===== src/rtl/world_clock_core.sv =====
// 24-hour time-of-day clock with manual field setting, an independent stopwatch
// and a per-zone hour offset on the registered display outputs.
module world_clock_core #(
    parameter int unsigned          TICKS_PER_SEC = 1000000,
    parameter int unsigned          CNT_W         = 20,
    parameter int unsigned          N_ZONES       = 5,
    parameter int unsigned          ZONE_W        = 3,
    parameter logic [5*N_ZONES-1:0] ZONE_OFFSETS  = {5'd8, 5'd16, 5'd23, 5'd11, 5'd0}
) (
    input  logic              clk,
    input  logic              rst,
    input  logic [1:0]        mode,
    input  logic              increment,
    input  logic              decrement,
    input  logic              stp,
    input  logic [ZONE_W-1:0] zone,
    input  logic              sw_sel,
    input  logic              sw_run,
    input  logic              sw_clear,
    output logic [4:0]        hour,
    output logic [5:0]        min,
    output logic [5:0]        sec,
    output logic              sec_tick,
    output logic              sw_overflow
);

    localparam logic [CNT_W-1:0] PRE_TC = CNT_W'(TICKS_PER_SEC - 1);

    logic [CNT_W-1:0] tod_pre_q, tod_pre_d;
    logic [4:0]       tod_hour_q, tod_hour_d;
    logic [5:0]       tod_min_q, tod_min_d;
    logic [5:0]       tod_sec_q, tod_sec_d;
    logic             tod_tick;
    logic             set_en;

    logic [CNT_W-1:0] sw_pre_q, sw_pre_d;
    logic [4:0]       sw_hour_q, sw_hour_d;
    logic [5:0]       sw_min_q, sw_min_d;
    logic [5:0]       sw_sec_q, sw_sec_d;
    logic             sw_ovf_q, sw_ovf_d;

    logic [4:0]       hour_q, hour_d;
    logic [5:0]       min_q, min_d;
    logic [5:0]       sec_q, sec_d;
    logic             sec_tick_q, sec_tick_d;
    logic [4:0]       zone_off;
    logic [5:0]       hour_sum;

    // Wrapping +/-1 on a field whose range is 0..max.
    function automatic logic [5:0] bump(input logic [5:0] v, input logic [5:0] max,
                                        input logic up);
        if (up) return (v == max) ? 6'd0 : v + 6'd1;
        else    return (v == 6'd0) ? max : v - 6'd1;
    endfunction

    always_comb begin
        tod_pre_d  = tod_pre_q;
        tod_hour_d = tod_hour_q;
        tod_min_d  = tod_min_q;
        tod_sec_d  = tod_sec_q;
        tod_tick   = 1'b0;
        set_en     = stp && (mode != 2'b00) && (increment ^ decrement);
        if (stp) begin
            tod_pre_d = '0;
            if (set_en) begin
                case (mode)
                    2'b01:   tod_hour_d = 5'(bump({1'b0, tod_hour_q}, 6'd23, increment));
                    2'b10:   tod_min_d  = bump(tod_min_q, 6'd59, increment);
                    2'b11:   tod_sec_d  = bump(tod_sec_q, 6'd59, increment);
                    default: ;
                endcase
            end
        end else if (tod_pre_q == PRE_TC) begin
            tod_pre_d = '0;
            tod_tick  = 1'b1;
            tod_sec_d = bump(tod_sec_q, 6'd59, 1'b1);
            if (tod_sec_q == 6'd59) begin
                tod_min_d = bump(tod_min_q, 6'd59, 1'b1);
                if (tod_min_q == 6'd59) begin
                    tod_hour_d = 5'(bump({1'b0, tod_hour_q}, 6'd23, 1'b1));
                end
            end
        end else begin
            tod_pre_d = tod_pre_q + 1'b1;
        end
    end

    // The overflow flag gates counting, so the wrap past 23:59:59 never happens.
    always_comb begin
        sw_pre_d  = sw_pre_q;
        sw_hour_d = sw_hour_q;
        sw_min_d  = sw_min_q;
        sw_sec_d  = sw_sec_q;
        sw_ovf_d  = sw_ovf_q;
        if (sw_clear) begin
            sw_pre_d  = '0;
            sw_hour_d = '0;
            sw_min_d  = '0;
            sw_sec_d  = '0;
            sw_ovf_d  = 1'b0;
        end else if (sw_run && !sw_ovf_q) begin
            if (sw_pre_q == PRE_TC) begin
                sw_pre_d = '0;
                sw_sec_d = bump(sw_sec_q, 6'd59, 1'b1);
                if (sw_sec_q == 6'd59) begin
                    sw_min_d = bump(sw_min_q, 6'd59, 1'b1);
                    if (sw_min_q == 6'd59) begin
                        sw_hour_d = 5'(bump({1'b0, sw_hour_q}, 6'd23, 1'b1));
                    end
                end
                sw_ovf_d = (sw_hour_d == 5'd23) && (sw_min_d == 6'd59) && (sw_sec_d == 6'd59);
            end else begin
                sw_pre_d = sw_pre_q + 1'b1;
            end
        end
    end

    always_comb begin
        zone_off = '0;
        for (int i = 0; i < N_ZONES; i++) begin
            if (zone == ZONE_W'(i)) zone_off = ZONE_OFFSETS[5*i +: 5];
        end
        hour_sum   = {1'b0, tod_hour_q} + {1'b0, zone_off};
        hour_d     = 5'((hour_sum >= 6'd24) ? hour_sum - 6'd24 : hour_sum);
        min_d      = tod_min_q;
        sec_d      = tod_sec_q;
        sec_tick_d = tod_tick;
        if (sw_sel) begin
            hour_d = sw_hour_q;
            min_d  = sw_min_q;
            sec_d  = sw_sec_q;
        end
    end

    always_ff @(posedge clk or negedge rst) begin
        if (!rst) begin
            tod_pre_q  <= '0;
            tod_hour_q <= '0;
            tod_min_q  <= '0;
            tod_sec_q  <= '0;
            sw_pre_q   <= '0;
            sw_hour_q  <= '0;
            sw_min_q   <= '0;
            sw_sec_q   <= '0;
            sw_ovf_q   <= 1'b0;
            hour_q     <= '0;
            min_q      <= '0;
            sec_q      <= '0;
            sec_tick_q <= 1'b0;
        end else begin
            tod_pre_q  <= tod_pre_d;
            tod_hour_q <= tod_hour_d;
            tod_min_q  <= tod_min_d;
            tod_sec_q  <= tod_sec_d;
            sw_pre_q   <= sw_pre_d;
            sw_hour_q  <= sw_hour_d;
            sw_min_q   <= sw_min_d;
            sw_sec_q   <= sw_sec_d;
            sw_ovf_q   <= sw_ovf_d;
            hour_q     <= hour_d;
            min_q      <= min_d;
            sec_q      <= sec_d;
            sec_tick_q <= sec_tick_d;
        end
    end

    assign hour        = hour_q;
    assign min         = min_q;
    assign sec         = sec_q;
    assign sec_tick    = sec_tick_q;
    assign sw_overflow = sw_ovf_q;

endmodule


===== config.mk =====
export PLATFORM = sky130hd
export DESIGN_NAME = world_clock_core
export DESIGN_NICKNAME = d
export VERILOG_FILES = /design/src/rtl/world_clock_core.sv
export SDC_FILE = /design/constraint.sdc
export NUM_CORES = 1
export LEC_CHECK = 0
export ABC_AREA = 0
export CAP_MARGIN = 0
export CELL_PAD_IN_SITES_DETAIL_PLACEMENT = 0
export CELL_PAD_IN_SITES_GLOBAL_PLACEMENT = 1
export CORE_AREA = 2 2 170 89
export DETAILED_ROUTE_END_ITERATION = 8
export DIE_AREA = 0 0 172 91
export PLACE_DENSITY = 0.74
export SYNTH_ARGS = -nofsm -noshare
export SYNTH_HDL_FRONTEND = slang
export SYNTH_SLANG_ARGS = --single-unit

===== constraint.sdc =====
create_clock -name clk -period 2 [get_ports clk]
set_input_delay 0.4 -clock clk [delete_from_list [all_inputs] [get_ports clk]]
set_output_delay 0.4 -clock clk [all_outputs]
set_load 0.01 [all_outputs]

==> reports/metrics.csv, run 1 <==
metric;value;unit
combinational power share;38.2;%
share of layout cells above drive strength 1;29.71;%
Pre-antenna DRT Iters;5;
post-route ant nets;0;
clock skew;0.007600;ns
Reg2Reg Setup Slack;-0.36;ns
# Max-Cap Violations;0;
CTS root buffer;clkbuf_16;
worst path cell trace;or4b_4 -> buf_6 -> nor4_4 -> buf_6 -> buf_4 -> buf_6 -> a21oi_4 -> a21o_1 -> a22o_1;
syn nets;681;
VDD IR max;0.4575;mV
Setup CP Type;reg2reg;
CORE AREA;14120;um2
Final #Nets;827;
startpoint class of the critical path;register;
worst path bufs/invs;4;
fin worst setup slack;-0.3584;ns
CP Max Fanout;5;
Non-Filler Instances;999;
type of the most critical hold path;reg2reg;
CTS Sinks;93;
pre-CTS setup slack;-0.7864;ns
Clock transition at path regs;0.07;ns
Final setup violation count;73;
M2 GR Usage;32.30;%
vias;5597;
I/O pins;32;
Via density;5.603;
met3 usage;4.446;%
ys flop type;dfrtp_1;
Die X-Extent;172;um
P_int;0.004191;W
Clock Power Share;26.0;%
failing checks;setup timing;
Syn Inst Count;650;
Seq/Total Area, Yosys;40.05;%
GPL Wtd Cong;0.9056;
FP Rows;31;
global-route wire length before repair;28720;um
TritonCTS clock tree;built;
Async SR Flop Fraction;100.0;%
dpl cells;967;
routed len/inst;17.51;um
pin count of the biggest net entering global routing;40;
initial antenna violation count;0;
f_max;424.0;MHz
clock buffer count from CTS;9;
Seq cells post-synth;93;
PwrDens;796.2;nW/um2
maximum buffer depth of the clock tree;2;
Design Power;0.006482;W
Worst path max stage delay;0.55;ns
H-tree levels;3;
Leak;3.429;nW
Congestion Overflow GR;0;
FILL cells;1251;
busiest grt layer;met1;
Tmin final;2.358;ns
crit share post-route;117.9;%
Worst-Skew Late Latency;0.35;ns
DIE HEIGHT;91;um
crit-path most repeated cell;buf_6;
CP Capture Type;register;
die area;15650;um2
Final Hold Viols;0;
Post-Layout Inst Area;8142;um2
switching power share of the total;35.35;%
critical path required time;2.24;ns
measured slew at the worst slew-check pin;0.4850;ns
Critical-path top delay cell;or4b_4;
drc violations;0;
RSZ-0062 raised after global routing;true;
smallest hold slack;0.5140;ns
outcome;complete, but fails checks;
Synth cell types;77;
diode count;0;
DP HPWL;12380;um
area post-placement;7226;um2
IO Port Bufs;31;
EDFF count, synth;0;
cell area after synthesis;5811;um2
synth warn;0;
Area Overhead vs Synth;40.12;%
initial cell density of the core;41.16;%
crit-path leading delay family;simple AND/OR/NAND/NOR gates;
Pins Over Slew Limit;0;
Seq pwr share;35.8;%
drt initial violations;506;
worst path arrival time;2.60;ns
number of global-route vias before repair;5488;
P_sw;0.002291;W
syn_area_per_cell;8.939;um2
drt total wl;17490;um
Slew Limit Headroom;67.37;%
Total Routing Usage GR;23.29;%
met1 Use GR;36.67;%
## cells in the final DEF (no fill, tap or decap), types with 19 or more instances in the layout
cell	instances
nor2_1	38
a21oi_1	21
buf_4	106
inv_1	29
dfrtp_1	93
nand2_1	65
nor3_1	19
xnor2_1	20
o21ai_0	24
nand3_1	33
clkdlybuf4s50_1	27
## cell type report
| type | instances | area [um2] | share of cell area (%) |
|---|---|---|---|
| multi-input cells | 500 | 3714 | 45.61 |
| flip-flops and latches | 93 | 2327 | 28.58 |
| repair buffers | 163 | 1463 | 17.97 |
| well taps | 198 | 247.7 | 3.043 |
| clock buffers | 10 | 229.0 | 2.812 |
| inverters | 29 | 108.9 | 1.337 |
| clock inverters | 6 | 52.55 | 0.6455 |
## power groups by stage
stage / Clock (W) / Combinational, W / Sequential, W
3_3_place_gp: 0 / 0.00210 / 0.00234
3_5_place_dp: 0 / 0.00215 / 0.00234
5_1_grt: 0.00181 / 0.00269 / 0.00235
4_1_cts: 0.00173 / 0.00233 / 0.00231
6_report: 0.00168 / 0.00248 / 0.00232
2_1_floorplan: 0 / 0.00120 / 0.00237
## cell usage after synthesis (all sizes together), types with 4 or more instances
cell    number  share of area, %
dfrtp       93                40
nand2       68               4.4
o21ai       49               4.2
nor2        48               3.1
nand3       36               3.2
a21oi       31               2.7
inv         29               1.9
nor3        23               2.2
xnor2       23               3.5
clkbuf      20               1.3
ha          18               3.9
xor2        16               2.4
nand4       13               1.5
nor4        12               2.1
and3        11               1.2
nor2b        9              0.97
or3          9              0.97
buf          8              0.78
mux2         8               1.6
nand2b       8              0.86
o22ai        8              0.86
a22o         7               1.1
a31oi        7              0.86
mux2i        6               1.0
and2         5              0.54
o211ai       5              0.65
o31ai        5              0.88
or4          5              0.78
a21o         4              0.52
o21a         4              0.52
## repair_timing
action / 4_1_cts / 5_1_grt
setup endpoints to repair: 56 / 76
hold buffers: 1 / 0
buffers inserted: 9 / 7
gates cloned: 1 / 0
resized for setup: 83 / 49
pin swaps: 34 / 23
hold endpoints to repair: 13 / 0
## state kept, by name, indices dropped and copies added (netlist names)
register and count:
sec 6, hour 5, sec_tick 1, sw_hour_q 5, tod_pre_q 20, tod_hour_q 5
sw_min_q 6, sw_pre_q 20, sw_sec_q 6, tod_sec_q 6, sw_overflow 1, min 6
tod_min_q 6
## per-layer routing
| layer | vias to the layer above | routed length (um) |
|---|---|---|
| li1 | 2673 | - |
| met1 | 2705 | 9001 |
| met2 | 199 | 7151 |
| met3 | 20 | 1119 |
| met4 | 0 | 216 |
| met5 | - | 0 |
## path summary, 6_finish.rpt
| check | start | endpoint | depth (start not counted) |
|---|---|---|---|
| max reg2reg | sw_pre_q[7]$_DFFE_PN0P_ | sw_pre_q[13]$_DFFE_PN0P_ | 9 |
| max | sw_pre_q[7]$_DFFE_PN0P_ | sw_pre_q[13]$_DFFE_PN0P_ | 9 |
| max in group asynchronous | rst | tod_pre_q[10]$_DFF_PN0_ | 3 |
| min reg2reg | tod_pre_q[0]$_DFF_PN0_ | tod_pre_q[0]$_DFF_PN0_ | 1 |
| min in group asynchronous | rst | sw_pre_q[14]$_DFFE_PN0P_ | 2 |
| min | tod_pre_q[0]$_DFF_PN0_ | tod_pre_q[0]$_DFF_PN0_ | 1 |
## logic make-up after synthesis
group	count (synthesis)	synth area share, %
compound gates	158	18.07
xor+xnor	39	5.878
fa+ha+maj	18	3.876
buf+inv	57	3.940
flops	93	40.05
mux	14	2.584
simple gates	271	25.60
## through the flow
step | setup TNS (ns) | utilization (%)
after CTS | -11.27 | 56.14
final | -12.68 | 57.67
after detailed placement | -12.47 | 51.18
after global routing | -16.51 | 57.67
after floorplan | -3.702 | -
after global placement | -12.05 | 51.18
No activity file was read; power rests on OpenSTA's default activity.
==> run 2, diff against run 1 <==
==> config.mk (replaced) <==
export PLATFORM = sky130hd
export DESIGN_NAME = world_clock_core
export DESIGN_NICKNAME = d
export VERILOG_FILES = /design/src/rtl/world_clock_core.sv
export SDC_FILE = /design/constraint.sdc
export NUM_CORES = 1
export LEC_CHECK = 0
export ABC_AREA = 0
export CAP_MARGIN = 0
export CORE_AREA = 2 2 149 78
export DETAILED_ROUTE_END_ITERATION = 8
export DIE_AREA = 0 0 151 80
export PLACE_DENSITY = 0.75
export SYNTH_ARGS = -nofsm -noshare
export SYNTH_HDL_FRONTEND = slang
export SYNTH_SLANG_ARGS = --single-unit
==> reports/metrics.csv, run 2 (same netlist as run 1, synthesis figures left out) <==
metric;value;unit;change
outcome;complete, but fails checks;;unchanged
failing checks;setup timing;;unchanged
Final #Nets;807;;was 827
PwrDens;826.7;nW/um2;was 796.2 nW/um2
clock skew;0.007115;ns;was 0.007600 ns
worst path bufs/invs;2;;was 4
TritonCTS clock tree;built;;unchanged
# Max-Cap Violations;0;;unchanged
drc violations;0;;unchanged
I/O pins;32;;unchanged
die area;12080;um2;was 15650 um2
combinational power share;36.9;%;was 38.2%
met3 usage;7.600;%;was 4.446%
measured slew at the worst slew-check pin;0.5114;ns;was 0.4850 ns
drt initial violations;642;;was 506
RSZ-0062 raised after global routing;true;;unchanged
Clock Power Share;27.7;%;was 26.0%
worst path cell trace;or4b_4 -> or4_4 -> o31ai_4 -> buf_6 -> buf_12 -> nor2_4;;was or4b_4 -> buf_6 -> nor4_4 -> buf_6 -> buf_4 -> buf_6 -> a21oi_4 -> a21o_1 -> a22o_1
Seq pwr share;35.5;%;was 35.8%
share of layout cells above drive strength 1;28.68;%;was 29.71%
Setup CP Type;reg2reg;;unchanged
post-route ant nets;0;;unchanged
drt total wl;17010;um;was 17490 um
fin worst setup slack;-0.3096;ns;was -0.3584 ns
Die X-Extent;151;um;was 172 um
Final setup violation count;72;;was 73
IO Port Bufs;31;;unchanged
DP HPWL;11850;um;was 12380 um
M2 GR Usage;43.32;%;was 32.30%
smallest hold slack;0.08631;ns;was 0.5140 ns
GPL Wtd Cong;0.9400;;was 0.9056
hold-fix buffers at CTS;0;;was 1
clock buffer count from CTS;9;;unchanged
crit-path leading delay family;simple AND/OR/NAND/NOR gates;;unchanged
area post-placement;7024;um2;was 7226 um2
Area Overhead vs Synth;35.06;%;was 40.12%
P_sw;0.002231;W;was 0.002291 W
worst path arrival time;2.55;ns;was 2.60 ns
pre-CTS setup slack;-0.8240;ns;was -0.7864 ns
CP Capture Type;register;;unchanged
busiest grt layer;met2;;was met1
f_max;433.0;MHz;was 424.0 MHz
Congestion Overflow GR;0;;unchanged
Pre-antenna DRT Iters;6;;was 5
Tmin final;2.310;ns;was 2.358 ns
initial antenna violation count;0;;unchanged
Slew Limit Headroom;65.90;%;was 67.37%
H-tree levels;3;;unchanged
biggest regs;sw_pre_q (20), tod_pre_q (20);;unchanged
crit share post-route;115.5;%;was 117.9%
CTS root buffer;clkbuf_16;;unchanged
P_int;0.004257;W;was 0.004191 W
type of the most critical hold path;in2async;;was reg2reg
diode count;0;;unchanged
Critical-path top delay cell;or4b_4;;unchanged
routed len/inst;18.37;um;was 17.51 um
pin count of the biggest net entering global routing;94;;was 40
FP Rows;27;;was 31
vias;5756;;was 5597
initial cell density of the core;54.09;%;was 41.16%
Leak;3.318;nW;was 3.429 nW
Final Hold Viols;0;;unchanged
Via density;6.216;;was 5.603
startpoint class of the critical path;register;;unchanged
commonest non-fill, non-tap cells in the layout;dfrtp_1, buf_4, nand2_1;;was buf_4, dfrtp_1, nand2_1
Total Routing Usage GR;29.23;%;was 23.29%
met1 Use GR;42.19;%;was 36.67%
maximum buffer depth of the clock tree;2;;unchanged
CORE AREA;10740;um2;was 14120 um2
CP Max Fanout;8;;was 5
DIE HEIGHT;80;um;was 91 um
critical path required time;2.24;ns;about the same
Worst path max stage delay;0.58;ns;was 0.55 ns
Clock transition at path regs;0.07;ns;about the same
CTS Sinks;93;;unchanged
Post-Layout Inst Area;7848;um2;was 8142 um2
number of global-route vias before repair;5464;;was 5488
Design Power;0.006488;W;was 0.006482 W
switching power share of the total;34.38;%;was 35.35%
global-route wire length before repair;27340;um;was 28720 um
Worst-Skew Late Latency;0.35;ns;about the same
Pins Over Slew Limit;0;;unchanged
VDD IR max;0.5404;mV;was 0.4575 mV
## run 2: metrics by stage
stage                     util, %  instances  TNS [ns]
after CTS                   70.78        920    -8.271
after global routing        73.05        926    -14.84
after floorplan                 -        650    -3.702
after global placement      65.39        896    -10.42
after detailed placement    65.39        896    -12.66
final                       73.05        926    -10.05
## run 2: what timing repair did
action                                  in CTS  in global routing
setup buffers                                8                  8
endpoints found under the setup margin      56                 56
resized for setup                           56                 62
pin swaps                                   26                 26
## run 2: power by group through the flow
stage | clock network [W] | registers (W) | logic [W]
CTS | 0.00180 | 0.00230 | 0.00226
finish | 0.00180 | 0.00230 | 0.00239
detailed placement | 0 | 0.00232 | 0.00214
floorplan | 0 | 0.00237 | 0.00120
global placement | 0 | 0.00231 | 0.00206
global route | 0.00190 | 0.00233 | 0.00258
## run 2: routing by layer
layer  vias up  wire length [um]
met1      2781              7842
met4         0               344
met3        43              1431
met2       298              7388
li1       2634                 -
met5         -                 0
## run 2: area by class of cell
class / count / area [um2]
Clock buffer: 9 / 225.2
Sequential cell: 93 / 2327
Clock inverter: 7 / 80.08
Multi-Input combinational cell: 500 / 3657
Timing Repair Buffer: 143 / 1267
Fill cell: 750 / 2895
Inverter: 29 / 108.9
Tap cell: 145 / 181.4
## run 2: worst reg2reg max path: cells and delay by family (launching register included)
| kind | cells | cell delay (ns) |
|---|---|---|
| compound gates | 1 | 0.27 |
| buf+inv | 2 | 0.33 |
| flops | 1 | 0.39 |
| simple gates | 3 | 1.21 |
## run 2: final timing paths
check | startpoint | end | slack (ns) | depth (start not counted)
setup / recovery | sw_pre_q[11]$_DFFE_PN0P_ | sw_pre_q[11]$_DFFE_PN0P_ | -0.31 | 6
hold / removal | rst | sw_pre_q[14]$_DFFE_PN0P_ | 0.09 | 2
setup reg to reg | sw_pre_q[11]$_DFFE_PN0P_ | sw_pre_q[11]$_DFFE_PN0P_ | -0.31 | 6
hold reg to reg | tod_pre_q[0]$_DFF_PN0_ | tod_pre_q[0]$_DFF_PN0_ | 0.51 | 1
max in group asynchronous | rst | hour[4]$_DFF_PN0_ | 1.52 | 2
min in group clk | tod_pre_q[0]$_DFF_PN0_ | tod_pre_q[0]$_DFF_PN0_ | 0.51 | 1
==> run 3, diff against run 2 <==
--- a/config.mk
+++ b/config.mk
@@ -7,9 +7,9 @@
 export LEC_CHECK = 0
 export ABC_AREA = 0
 export CAP_MARGIN = 0
-export CORE_AREA = 2 2 149 78
+export CORE_AREA = 3 3 150 79
 export DETAILED_ROUTE_END_ITERATION = 8
-export DIE_AREA = 0 0 151 80
+export DIE_AREA = 0 0 153 82
 export PLACE_DENSITY = 0.75
 export SYNTH_ARGS = -nofsm -noshare
 export SYNTH_HDL_FRONTEND = slang
==> reports/metrics.csv, run 3 (same netlist as run 1, synthesis figures left out) <==
metric;value;unit;change
drt total wl;18150;um;was 17010 um
measured slew at the worst slew-check pin;0.6170;ns;was 0.5114 ns
Design Power;0.006367;W;was 0.006488 W
Post-Layout Inst Area;8065;um2;was 7848 um2
Pins Over Slew Limit;0;;unchanged
commonest non-fill, non-tap cell in the layout;buf_4;;
Setup CP Type;reg2reg;;unchanged
startpoint class of the critical path;register;;unchanged
crit share post-route;118.5;%;was 115.5%
fin worst setup slack;-0.3700;ns;was -0.3096 ns
TritonCTS clock tree;built;;unchanged
outcome;complete, but fails checks;;unchanged
number of global-route vias before repair;5189;;was 5464
P_int;0.004173;W;was 0.004257 W
r2r endpoint;sw_sec_q[5]$_DFFE_PN0P_;;was sw_pre_q[11]$_DFFE_PN0P_
commonest non-fill, non-tap cells in the layout;buf_4, dfrtp_1, nand2_1;;was dfrtp_1, buf_4, nand2_1
I/O pins;32;;unchanged
Die X-Extent;153;um;was 151 um
Worst Reg-to-Reg Cells;6;;unchanged
Leak;3.407;nW;was 3.318 nW
Worst-Skew Late Latency;0.34;ns;was 0.35 ns
Area Overhead vs Synth;38.80;%;was 35.06%
Final setup violation count;73;;was 72
CTS Sinks;93;;unchanged
share of layout cells above drive strength 1;31.54;%;was 28.68%
drc violations;0;;unchanged
clock buffer count from CTS;9;;unchanged
Final #Nets;825;;was 807
Tmin final;2.370;ns;was 2.310 ns
PwrDens;789.4;nW/um2;was 826.7 nW/um2
Pre-antenna DRT Iters;5;;was 6
initial cell density of the core;53.92;%;was 54.09%
Worst Setup SP;sw_pre_q[7]$_DFFE_PN0P_;;was sw_pre_q[11]$_DFFE_PN0P_
post-route ant nets;0;;unchanged
CP Max Fanout;5;;was 8
failing checks;setup timing;;unchanged
Final Hold Viols;0;;unchanged
biggest regs;sw_pre_q (20), tod_pre_q (20);;unchanged
Clock transition at path regs;0.07;ns;about the same
Congestion Overflow GR;0;;unchanged
CORE AREA;10780;um2;was 10740 um2
VDD IR max;0.5951;mV;was 0.5404 mV
Clock Power Share;26.3;%;was 27.7%
area post-placement;7082;um2;was 7024 um2
type of the most critical hold path;in2async;;unchanged
pre-CTS setup slack;-0.8135;ns;was -0.8240 ns
DIE HEIGHT;82;um;was 80 um
routed len/inst;19.23;um;was 18.37 um
drt initial violations;601;;was 642
GPL Wtd Cong;0.9325;;was 0.9400
vias;5897;;was 5756
diode count;0;;unchanged
Post-Route Utilization;74.84;%;was 73.05%
# Max-Cap Violations;0;;unchanged
f_max;421.9;MHz;was 433.0 MHz
combinational power share;37.1;%;was 36.9%
initial antenna violation count;0;;unchanged
RSZ-0062 raised after global routing;true;;unchanged
critical path required time;2.22;ns;was 2.24 ns
switching power share of the total;34.45;%;was 34.38%
Reg2Reg Setup Slack;-0.37;ns;was -0.31 ns
Via density;6.247;;was 6.216
worst path arrival time;2.59;ns;was 2.55 ns
die area;12550;um2;was 12080 um2
FILL cells;704;;was 750
Slew Limit Headroom;58.79;%;was 65.90%
CP Capture Type;register;;unchanged
pin count of the biggest net entering global routing;37;;was 94
clock skew;0.007350;ns;was 0.007115 ns
P_sw;0.002193;W;was 0.002231 W
setup TNS;-15.72;ns;was -10.05 ns
FP Rows;27;;unchanged
DP HPWL;12360;um;was 11850 um
IO Port Bufs;31;;unchanged
hold-fix buffers at CTS;0;;unchanged
CTS root buffer;clkbuf_16;;unchanged
Seq pwr share;36.6;%;was 35.5%
Total Routing Usage GR;27.29;%;was 29.23%
Reg2Reg Launch Point;sw_pre_q[7]$_DFFE_PN0P_;;was sw_pre_q[11]$_DFFE_PN0P_
global-route wire length before repair;27260;um;was 27340 um
maximum buffer depth of the clock tree;2;;unchanged
H-tree levels;3;;unchanged
## run 3: worst max-delay path by stage
| stage | to | cells after the start |
|---|---|---|
| final | sw_sec_q[5]$_DFFE_PN0P_ | 6 |
| after global routing | sw_min_q[0]$_DFFE_PN0P_ | 6 |
| after CTS | sw_min_q[3]$_DFFE_PN0P_ | 5 |
| after detailed placement | hour[4]$_DFF_PN0_ | 9 |
| after global placement | hour[4]$_DFF_PN0_ | 9 |
| after floorplan | sw_min_q[2]$_DFFE_PN0P_ | 5 |
## run 3: layout make-up
| cell class | instances | area (um2) | area share [%] |
|---|---|---|---|
| flip-flops and latches | 93 | 2327 | 28.86 |
| inverters | 29 | 108.9 | 1.350 |
| multi-input cells | 500 | 3696 | 45.83 |
| clock inverters | 4 | 30.03 | 0.3723 |
| repair buffers | 161 | 1465 | 18.17 |
| well taps | 145 | 181.4 | 2.249 |
| clock buffers | 12 | 256.5 | 3.180 |
## run 3: metal layers
metal | part of all wire, % | global-route usage, % | vias up
met1 | 46 | 40.95 | 2874
met5 | 0 | 0 | -
met3 | 10 | 7.158 | 34
met4 | 1.6 | 5.067 | 0
li1 | - | - | 2672
met2 | 42 | 39.87 | 317
## run 3: power by group through the flow
| stage | sequential (W) | clock (W) | combinational (W) |
|---|---|---|---|
| final | 0.00233 | 0.00167 | 0.00237 |
| after global routing | 0.00235 | 0.00177 | 0.00257 |
| after CTS | 0.00232 | 0.00169 | 0.00220 |
| after detailed placement | 0.00234 | 0 | 0.00211 |
| after global placement | 0.00233 | 0 | 0.00203 |
| after floorplan | 0.00237 | 0 | 0.00120 |
## run 3: what timing repair did
action | 4_1_cts | 5_1_grt
gates cloned | 0 | 3
resized for setup | 60 | 73
pin swaps | 28 | 37
buffers inserted | 12 | 12
endpoints found under the setup margin | 56 | 75
## run 3: critical path, stage by stage (launching register included)
cell and delay [ns]:
dfrtp_1 0.38, or4b_4 0.59, or4_4 0.57, o31ai_4 0.34, buf_6 0.19, buf_4 0.11
o22ai_2 0.06
## run 3: per-stage QoR
step | std cells | hold WS [ns]
2_1_floorplan | 650 | 0.1044
3_3_place_gp | 902 | 0.3868
6_report | 944 | 0.01811
4_1_cts | 930 | 0.02481
5_1_grt | 944 | 0.04379
3_5_place_dp | 902 | 0.3878
